### config.mk
export PLATFORM = sky130hd
export DESIGN_NAME = i2s_rx
export DESIGN_NICKNAME = d
export VERILOG_FILES = /design/src/rtl/i2s_rx_pkg.sv /design/src/rtl/i2s_rx_edge_sync.sv /design/src/rtl/i2s_rx.sv
export SDC_FILE = /design/constraint.sdc
export NUM_CORES = 1
export LEC_CHECK = 0
export ABC_AREA = 1
export CORE_MARGIN = 2
export CORE_UTILIZATION = 49
export DETAILED_ROUTE_END_ITERATION = 12
export HOLD_SLACK_MARGIN = 0.1
export PLACE_DENSITY = 0.72
export SYNTH_ARGS = -nofsm -noshare
export SYNTH_HDL_FRONTEND = slang
export SYNTH_SLANG_ARGS = --single-unit
### constraint.sdc
create_clock -name clk -period 1.5 [get_ports clk]
set_input_delay 0.3 -clock clk [delete_from_list [all_inputs] [get_ports clk]]
set_output_delay 0.3 -clock clk [all_outputs]
set_load 0.005 [all_outputs]
### src/rtl/i2s_rx_pkg.sv
// Shared definitions for the I2S receive path: sample width, bit-counter width
// and the word-select channel encoding.
package i2s_rx_pkg;

    localparam int I2S_WIDTH = 16;
    localparam int I2S_CNT_W = 6;

    typedef enum logic {
        CH_LEFT  = 1'b0,
        CH_RIGHT = 1'b1
    } chan_e;

endpackage

### src/rtl/i2s_rx_edge_sync.sv
// Two-flop synchroniser for one codec-driven I2S line, with a registered
// rising-edge pulse taken from the synchroniser stages.
module i2s_edge_sync
    import i2s_rx_pkg::*;
(
    input  logic clk,
    input  logic rst,
    input  logic async_i,
    output logic sync_o,
    output logic rise_o
);

    logic [1:0] sync_q;
    logic       rise_q;

    always_ff @(posedge clk) begin
        if (rst) begin
            sync_q <= '0;
            rise_q <= 1'b0;
        end else begin
            sync_q <= {sync_q[0], async_i};
            rise_q <= sync_q[0] & ~sync_q[1];
        end
    end

    assign sync_o = sync_q[1];
    assign rise_o = rise_q;

endmodule

### src/rtl/i2s_rx.sv
// I2S slave receiver: oversamples sclk/lrclk/dout in the clk domain, assembles
// left/right words and presents complete stereo frames on a valid/ready port.
module i2s_rx
    import i2s_rx_pkg::*;
#(
    parameter int WIDTH = I2S_WIDTH,
    parameter int CNT_W = I2S_CNT_W
) (
    input  logic             clk,
    input  logic             rst,
    input  logic             i2s_sclk,
    input  logic             i2s_lrclk,
    input  logic             i2s_dout,
    output logic [WIDTH-1:0] out_left,
    output logic [WIDTH-1:0] out_right,
    output logic             out_valid,
    input  logic             out_ready,
    output logic             overrun,
    output logic             frame_err
);

    localparam logic [CNT_W-1:0] FULL = CNT_W'(WIDTH);
    localparam logic [CNT_W-1:0] LAST = CNT_W'(WIDTH - 1);

    logic sclk_rise, lrclk_s, dout_s;
    logic sclk_lvl_unused, lrclk_rise_unused, dout_rise_unused;

    // The three pipelines are identical, so lrclk_s/dout_s line up with sclk_rise.
    i2s_edge_sync u_sync_sclk (
        .clk     (clk),
        .rst     (rst),
        .async_i (i2s_sclk),
        .sync_o  (sclk_lvl_unused),
        .rise_o  (sclk_rise)
    );

    i2s_edge_sync u_sync_lrclk (
        .clk     (clk),
        .rst     (rst),
        .async_i (i2s_lrclk),
        .sync_o  (lrclk_s),
        .rise_o  (lrclk_rise_unused)
    );

    i2s_edge_sync u_sync_dout (
        .clk     (clk),
        .rst     (rst),
        .async_i (i2s_dout),
        .sync_o  (dout_s),
        .rise_o  (dout_rise_unused)
    );

    chan_e            w_q, w_d, lr_ch;
    logic [CNT_W-1:0] bitcnt_q, bitcnt_d;
    logic [WIDTH-1:0] shift_q, shift_d;
    logic [WIDTH-1:0] left_hold_q, left_hold_d;
    logic             left_arm_q, left_arm_d;
    logic             left_ok_q, left_ok_d;
    logic [WIDTH-1:0] out_left_q, out_left_d;
    logic [WIDTH-1:0] out_right_q, out_right_d;
    logic             out_valid_q, out_valid_d;
    logic             overrun_q, overrun_d;
    logic             frame_err_q, frame_err_d;
    logic [WIDTH-1:0] word;
    logic             frame_done;

    assign lr_ch = chan_e'(lrclk_s);

    always_comb begin
        w_d         = w_q;
        bitcnt_d    = bitcnt_q;
        shift_d     = shift_q;
        left_hold_d = left_hold_q;
        left_arm_d  = left_arm_q;
        left_ok_d   = left_ok_q;
        out_left_d  = out_left_q;
        out_right_d = out_right_q;
        out_valid_d = out_valid_q;
        overrun_d   = 1'b0;
        frame_err_d = 1'b0;
        frame_done  = 1'b0;
        word        = {shift_q[WIDTH-2:0], dout_s};

        if (sclk_rise) begin
            // A channel change consumes this edge: it carries the one-bit I2S delay.
            if (lr_ch != w_q) begin
                if (bitcnt_q != '0 && bitcnt_q < FULL) begin
                    frame_err_d = 1'b1;
                end
                bitcnt_d = '0;
                w_d      = lr_ch;
                if (lr_ch == CH_LEFT) begin
                    left_arm_d = 1'b1;
                end
            end else if (bitcnt_q < FULL) begin
                shift_d  = word;
                bitcnt_d = bitcnt_q + CNT_W'(1);
                if (bitcnt_q == LAST) begin
                    if (w_q == CH_LEFT && left_arm_q) begin
                        left_hold_d = word;
                        left_ok_d   = 1'b1;
                        left_arm_d  = 1'b0;
                    end else if (w_q == CH_RIGHT && left_ok_q) begin
                        frame_done  = 1'b1;
                        left_ok_d   = 1'b0;
                    end
                end
            end
        end

        // Single-entry holding register; a frame arriving while it is full and not
        // being drained is dropped so the presented frame never changes under stall.
        if (frame_done) begin
            if (!out_valid_q || out_ready) begin
                out_left_d  = left_hold_q;
                out_right_d = word;
                out_valid_d = 1'b1;
            end else begin
                overrun_d   = 1'b1;
            end
        end else if (out_valid_q && out_ready) begin
            out_valid_d = 1'b0;
        end
    end

    always_ff @(posedge clk) begin
        if (rst) begin
            w_q         <= CH_LEFT;
            bitcnt_q    <= '0;
            shift_q     <= '0;
            left_hold_q <= '0;
            left_arm_q  <= 1'b0;
            left_ok_q   <= 1'b0;
            out_left_q  <= '0;
            out_right_q <= '0;
            out_valid_q <= 1'b0;
            overrun_q   <= 1'b0;
            frame_err_q <= 1'b0;
        end else begin
            w_q         <= w_d;
            bitcnt_q    <= bitcnt_d;
            shift_q     <= shift_d;
            left_hold_q <= left_hold_d;
            left_arm_q  <= left_arm_d;
            left_ok_q   <= left_ok_d;
            out_left_q  <= out_left_d;
            out_right_q <= out_right_d;
            out_valid_q <= out_valid_d;
            overrun_q   <= overrun_d;
            frame_err_q <= frame_err_d;
        end
    end

    assign out_left  = out_left_q;
    assign out_right = out_right_q;
    assign out_valid = out_valid_q;
    assign overrun   = overrun_q;
    assign frame_err = frame_err_q;

endmodule

==> run metrics, run 1 <==
first-pass GRT wire length 11.8 mm; adder-cell share of the synthesized area 0.743%; Iter 0 DRT Violations 206; cell row count 30; total core area 6720 µm²; placed insts 560; Synth Area in Simple Gates 26.7%; Skew-Pair Late Insertion Delay 0.37 ns; io pins 41; DR WL/cell 13.3 µm; Rel. slew slack 81.9%; Worst Hold Class flop to flop; DRC viols 0; fin crit period 1.59 ns; max cap viols 0; hold_buf cts 0; proportion of synthesized area in mux cells 0%; height of the die 86.9 µm; critical path arrival 1.90 ns; Power Dens Cells 958 nW/µm²; CP required 1.81 ns; vias 3,039; Post-Synth XOR/XNOR Area 0.260%; Num CTS Buffers 9; CP peak stage delay 0.37 ns; synthesized instance count 449; CTS tree built; clk sinks 82; largest net degree at the start of global routing 59; WHS 0.401 ns; Clock Tree Buf Depth 2; H-tree levels 3; vias in the first global route 2,673; initial antenna violation count 0; fin. max-slew vios 0; Synth-to-Final Area Change 36.1%; fin nets 508; Worst path most repeated cell nor2_4; Setup Skew 0.0139 ns; top area cells in the synthesized netlist dfxtp_1, nor2_1, nand3_1; setup violators final 10; crit path kind flop to flop; dpl hpwl 4.41 mm; share of layout cells above drive strength 1 23.4%; Reg area 1680 µm²; compound-cell area share of the yosys netlist 12.0%; Final Hold Viols 0; Synth cell types 27; Final period util 106%; post-synth net total 457; CP Capture Type flop; failing checks negative setup slack; post-route cell area 4590 µm²; drt total wl 7.79 mm; Die Wd 86.9 µm; Fmax achieved 630 MHz; Peak VDD IR 0.000551 V; r2r setup slk -0.09 ns; Cell Chain, Critical Path ha_4, buf_6, nand3_4, nor2_4, nand2_4, nor2_4, clkbuf_16, o21ai_0, nor2_1; Initial Util 50.1%; startpoint types flop; top cell type's share of synthesized area 48.7%; post-route setup slack -0.0879 ns; Multi-input gate area 1490 µm²; worst-path maximum fanout 4; Mapped Area 3370 µm²; Yosys warnings 0; Buf+Inv Stages, Crit Path 2; placed cell areas 3920 µm²; Placer Congestion 0.794; Via-to-Cell Ratio 5.19; Filler Cell Count 541; number of port buffers 40; GRT Residual Overflow 0; synthesized area per cell 7.50 µm²; worst reg2reg path depth 9; Synth area leader dfxtp_1; sequential cell area fraction in the yosys report 48.7%; Lkg Pwr 2.32 nW; Slew @ Worst Pin 0.271 ns; Detail Route Antenna Nets 0; Hold Path Depth 1; #FFs+latches synth 82; drt first pass iters 4; cell at the slowest stage of the critical path dfxtp_2; die area 7550 µm²; outcome finished, violations left; CP Depth 9; CP delay by family, top simple AND/OR/NAND/NOR gates; Ant. Diodes 0; Reg clk slew, reported paths 0.10 ns; main combinational cell family by area after synthesis simple AND/OR/NAND/NOR gates; Total GRT Usage 19.6%; Root Buffer clkbuf_8; Final Util 68.2%; Layout Cells excl Fill 585; RSZ-0062 raised after global routing true
==> state kept, by name, summed over array words and instances (netlist names), 2 cells and up <==
signal and flops:
out_right 16, u_sync_dout.sync_q 2, out_left 16, u_sync_lrclk.sync_q 2, bitcnt_q 6, left_hold_q 16, u_sync_sclk.sync_q 2, shift_q 15
==> report_power, final <==
part | leakage, nW | internal [mW] | switching, mW | total (mW)
clock network | 0.120 | 1.12 | 0.871 | 1.99
registers | 0.679 | 2.21 | 0.0301 | 2.24
logic | 1.52 | 0.0655 | 0.103 | 0.169
total | 2.32 | 3.39 | 1.00 | 4.39
==> cells in the final DEF (no fill, tap or decap), drive strengths merged <==
master	count
nor3	18
clkbuf	14
bufinv	3
clkinv	2
clkinvlp	1
ha	2
nand3	41
a21oi	39
dlymetal6s2s	24
dfxtp	82
buf	23
o21ai	35
inv	55
clkdlybuf4s50	5
xor2	1
nand2	51
dlygate4sd2	11
nor2	97
nand4	1
==> cell type report <==
type / count / area share (%)
clock buffers: 9 / 2.70
clock inverters: 7 / 2.70
inverters: 54 / 4.42
multi-input cells: 285 / 32.4
flip-flops and latches: 82 / 36.7
well taps: 80 / 2.18
repair buffers: 68 / 18.9
==> kinds of logic after synthesis <==
family | count (synthesis)
AO/OA/AOI/OAI | 74
flip-flops | 82
adder cells (fa/ha/maj) | 2
buffers and inverters | 82
XOR/XNOR | 1
AND/OR/NAND/NOR | 208
==> layer usage <==
metal | part of all wire [%] | wire, µm | global-route usage [%]
met3 | 4.6 | 361 | 3.70
met5 | 0 | 0 | 0
met2 | 50 | 3860 | 32.8
met1 | 44 | 3420 | 24.2
met4 | 1.9 | 145 | 9.23
==> worst paths after layout <==
check | start | endpoint
max | bitcnt_q[0] | left_hold_q[12]
min reg2reg | u_sync_sclk.sync_q[1] | u_sync_sclk.rise_o
min | u_sync_sclk.sync_q[1] | u_sync_sclk.rise_o
max reg2reg | bitcnt_q[0] | left_hold_q[12]
==> stage by stage <==
| step | power, mW | TNS (ns) | worst slack, ns |
|---|---|---|---|
| final | 4.39 | -0.204 | -0.0879 |
| after global routing | 4.53 | -2.52 | -0.137 |
| after CTS | 4.40 | -0.00898 | -0.00898 |
| after detailed placement | 2.45 | -0.360 | -0.0417 |
| after global placement | 2.44 | 0 | 0.000170 |
| after floorplan | 2.39 | 0 | 0.0286 |
==> synth_stat cells <==
cell      count
nor2_1       94
dfxtp_1      82
inv_1        51
nand2_1      49
nand3_1      40
o21ai_0      35
a21oi_1      30
nor3_1       17
clkbuf_1     10
a21oi_2       9
buf_1         5
buf_6         5
buf_2         3
buf_12        2
buf_4         2
ha_1          2
inv_2         2
nand2_2       2
clkbuf_2      1
clkinv_1      1
nand3_2       1
nand4_1       1
nor2_2        1
nor2_4        1
nor2_8        1
nor3_2        1
xor2_1        1
==> what timing repair did <==
item	in CTS	in global routing
setup buffers	1	2
setup endpoints to repair	74	83
hold endpoints to repair	0	0
gates resized for setup	42	58
pin swaps	0	3
cloned	0	6
Power figures use the tool's default switching activity.
==> run 2: changes to the inputs <==
--- a/config.mk
+++ b/config.mk
@@ -11,6 +11,7 @@
 export DETAILED_ROUTE_END_ITERATION = 12
 export HOLD_SLACK_MARGIN = 0.1
 export PLACE_DENSITY = 0.72
+export RECOVER_POWER = 100
 export SYNTH_ARGS = -nofsm -noshare
 export SYNTH_HDL_FRONTEND = slang
 export SYNTH_SLANG_ARGS = --single-unit
==> run 2 against run 1 <==
Effect of this change: the flow still finishes with violations (negative setup slack); sequential power hardly changed; routed wire length is 0.13% lower; sequential share of layout area is 0.28 points lower; combinational power hardly changed; die area stayed put; power hardly changed; critical endpoint unchanged; largest cell class unchanged; largest power group unchanged.
==> run metrics, run 2 (synthesis gave the netlist of run 1 again) <==
post-route setup slack -0.0748 ns; Ant. Diodes 0; part of the power in registers 50.9%; RSZ-0062 raised after global routing true; first-pass GRT wire length 11.8 mm; total core area 6720 µm²; Die Wd 86.9 µm; Final Util 67.7%; Iter 0 DRT Violations 204; clk sinks 82; startpoint types flop; most frequent cells in the layout nor2_1, dfxtp_1, inv_1, nand2_1, o21ai_0; fin nets 508; Power Dens Cells 965 nW/µm²; max cap viols 0; Num CTS Buffers 9; Filler Cell Count 555; Lkg Pwr 2.23 nW; switching power 1.00 mW; share of layout cells above drive strength 1 19.2%; Buf+Inv Stages, Crit Path 2; Final period util 105%; CP peak stage delay 0.37 ns; H-tree levels 3; Via-to-Cell Ratio 5.19; Cell Chain, Critical Path ha_4, buf_6, nand3_4, nor2_4, nand2_4, nor2_4, clkbuf_16, o21ai_0, nor2_1; Clk network pwr share 45.3%; Detail Route Antenna Nets 0; GRT Residual Overflow 0; post-route cell area 4550 µm²; Initial Util 50.1%; io pins 41; placed insts 560; drt first pass iters 4; largest net degree at the start of global routing 59; die area 7550 µm²; DR WL/cell 13.3 µm; crit path kind flop to flop; CP required 1.81 ns; Rel. slew slack 81.9%; Worst Hold Class flop to flop; Slew @ Worst Pin 0.271 ns; DRC viols 0; Worst path most repeated cell nor2_4; CTS tree built; fin crit period 1.57 ns; number of port buffers 40; height of the die 86.9 µm; critical path arrival 1.88 ns; most common cell after layout, fill and taps aside nor2_1; Total GRT Usage 19.6%; Setup TNS -0.182 ns; Clock Tree Buf Depth 2; fin. max-slew vios 0; hold_buf cts 0; Layout Cells excl Fill 585; P_int 3.39 mW; vias 3,035; initial antenna violation count 0; placed cell areas 3920 µm²; vias in the first global route 2,673; setup violators final 9; Peak VDD IR 0.000551 V; cell at the slowest stage of the critical path dfxtp_2; drt total wl 7.78 mm; Root Buffer clkbuf_8; dpl hpwl 4.41 mm; combinational power share 3.8%; Skew-Pair Late Insertion Delay 0.37 ns; cell row count 30; Net Sw Frac 22.8%; Fmax achieved 635 MHz; Final Hold Viols 0; Reg clk slew, reported paths 0.10 ns; Synth-to-Final Area Change 35.1%; CP delay by family, top simple AND/OR/NAND/NOR gates; worst-path maximum fanout 4; Placer Congestion 0.794; Setup Skew 0.0134 ns; WHS 0.401 ns; outcome finished, violations left; CP Capture Type flop; failing checks negative setup slack
==> run 2: repair_timing <==
action                     CTS  global route
setup buffers                1             2
setup endpoints to repair   74            83
pin swaps                    0             3
cloned                       0             6
gates resized for setup     42            58
==> run 2: layout make-up <==
class / instances / area, µm² / share of cell area, %
clock inverters: 7 / 124 / 2.72
repair buffers: 68 / 858 / 18.9
inverters: 54 / 203 / 4.46
clock buffers: 9 / 124 / 2.72
flip-flops and latches: 82 / 1660 / 36.4
well taps: 80 / 100 / 2.20
multi-input cells: 285 / 1490 / 32.6
==> run 2: routing by layer <==
layer	routed length [µm]	GRT usage, %
met3	310	3.70
met5	0	0
met2	3870	32.8
met4	142	9.23
met1	3450	24.2
==> run 2: power by group through the flow <==
| stage | combinational (mW) | sequential, mW | clock (mW) |
|---|---|---|---|
| 6_report | 0.168 | 2.24 | 1.99 |
| 5_1_grt | 0.193 | 2.24 | 2.10 |
| 4_1_cts | 0.165 | 2.23 | 2.00 |
| 3_5_place_dp | 0.163 | 2.28 | 0 |
| 3_3_place_gp | 0.159 | 2.28 | 0 |
| 2_1_floorplan | 0.111 | 2.28 | 0 |
==> run 2: final timing paths <==
check             slack [ns]                  to             startpoint  cells after the start
setup / recovery       -0.07     left_hold_q[12]            bitcnt_q[0]                      9
hold / removal          0.40  u_sync_sclk.rise_o  u_sync_sclk.sync_q[1]                      1
setup reg to reg       -0.07     left_hold_q[12]            bitcnt_q[0]                      9
hold reg to reg         0.40  u_sync_sclk.rise_o  u_sync_sclk.sync_q[1]                      1
==> run 2: per-stage QoR <==
step | setup WS, ns | power (mW)
2_1_floorplan | 0.0286 | 2.39
3_3_place_gp | 0.000170 | 2.44
3_5_place_dp | -0.0417 | 2.45
4_1_cts | -0.00898 | 4.40
5_1_grt | -0.137 | 4.53
6_report | -0.0748 | 4.39
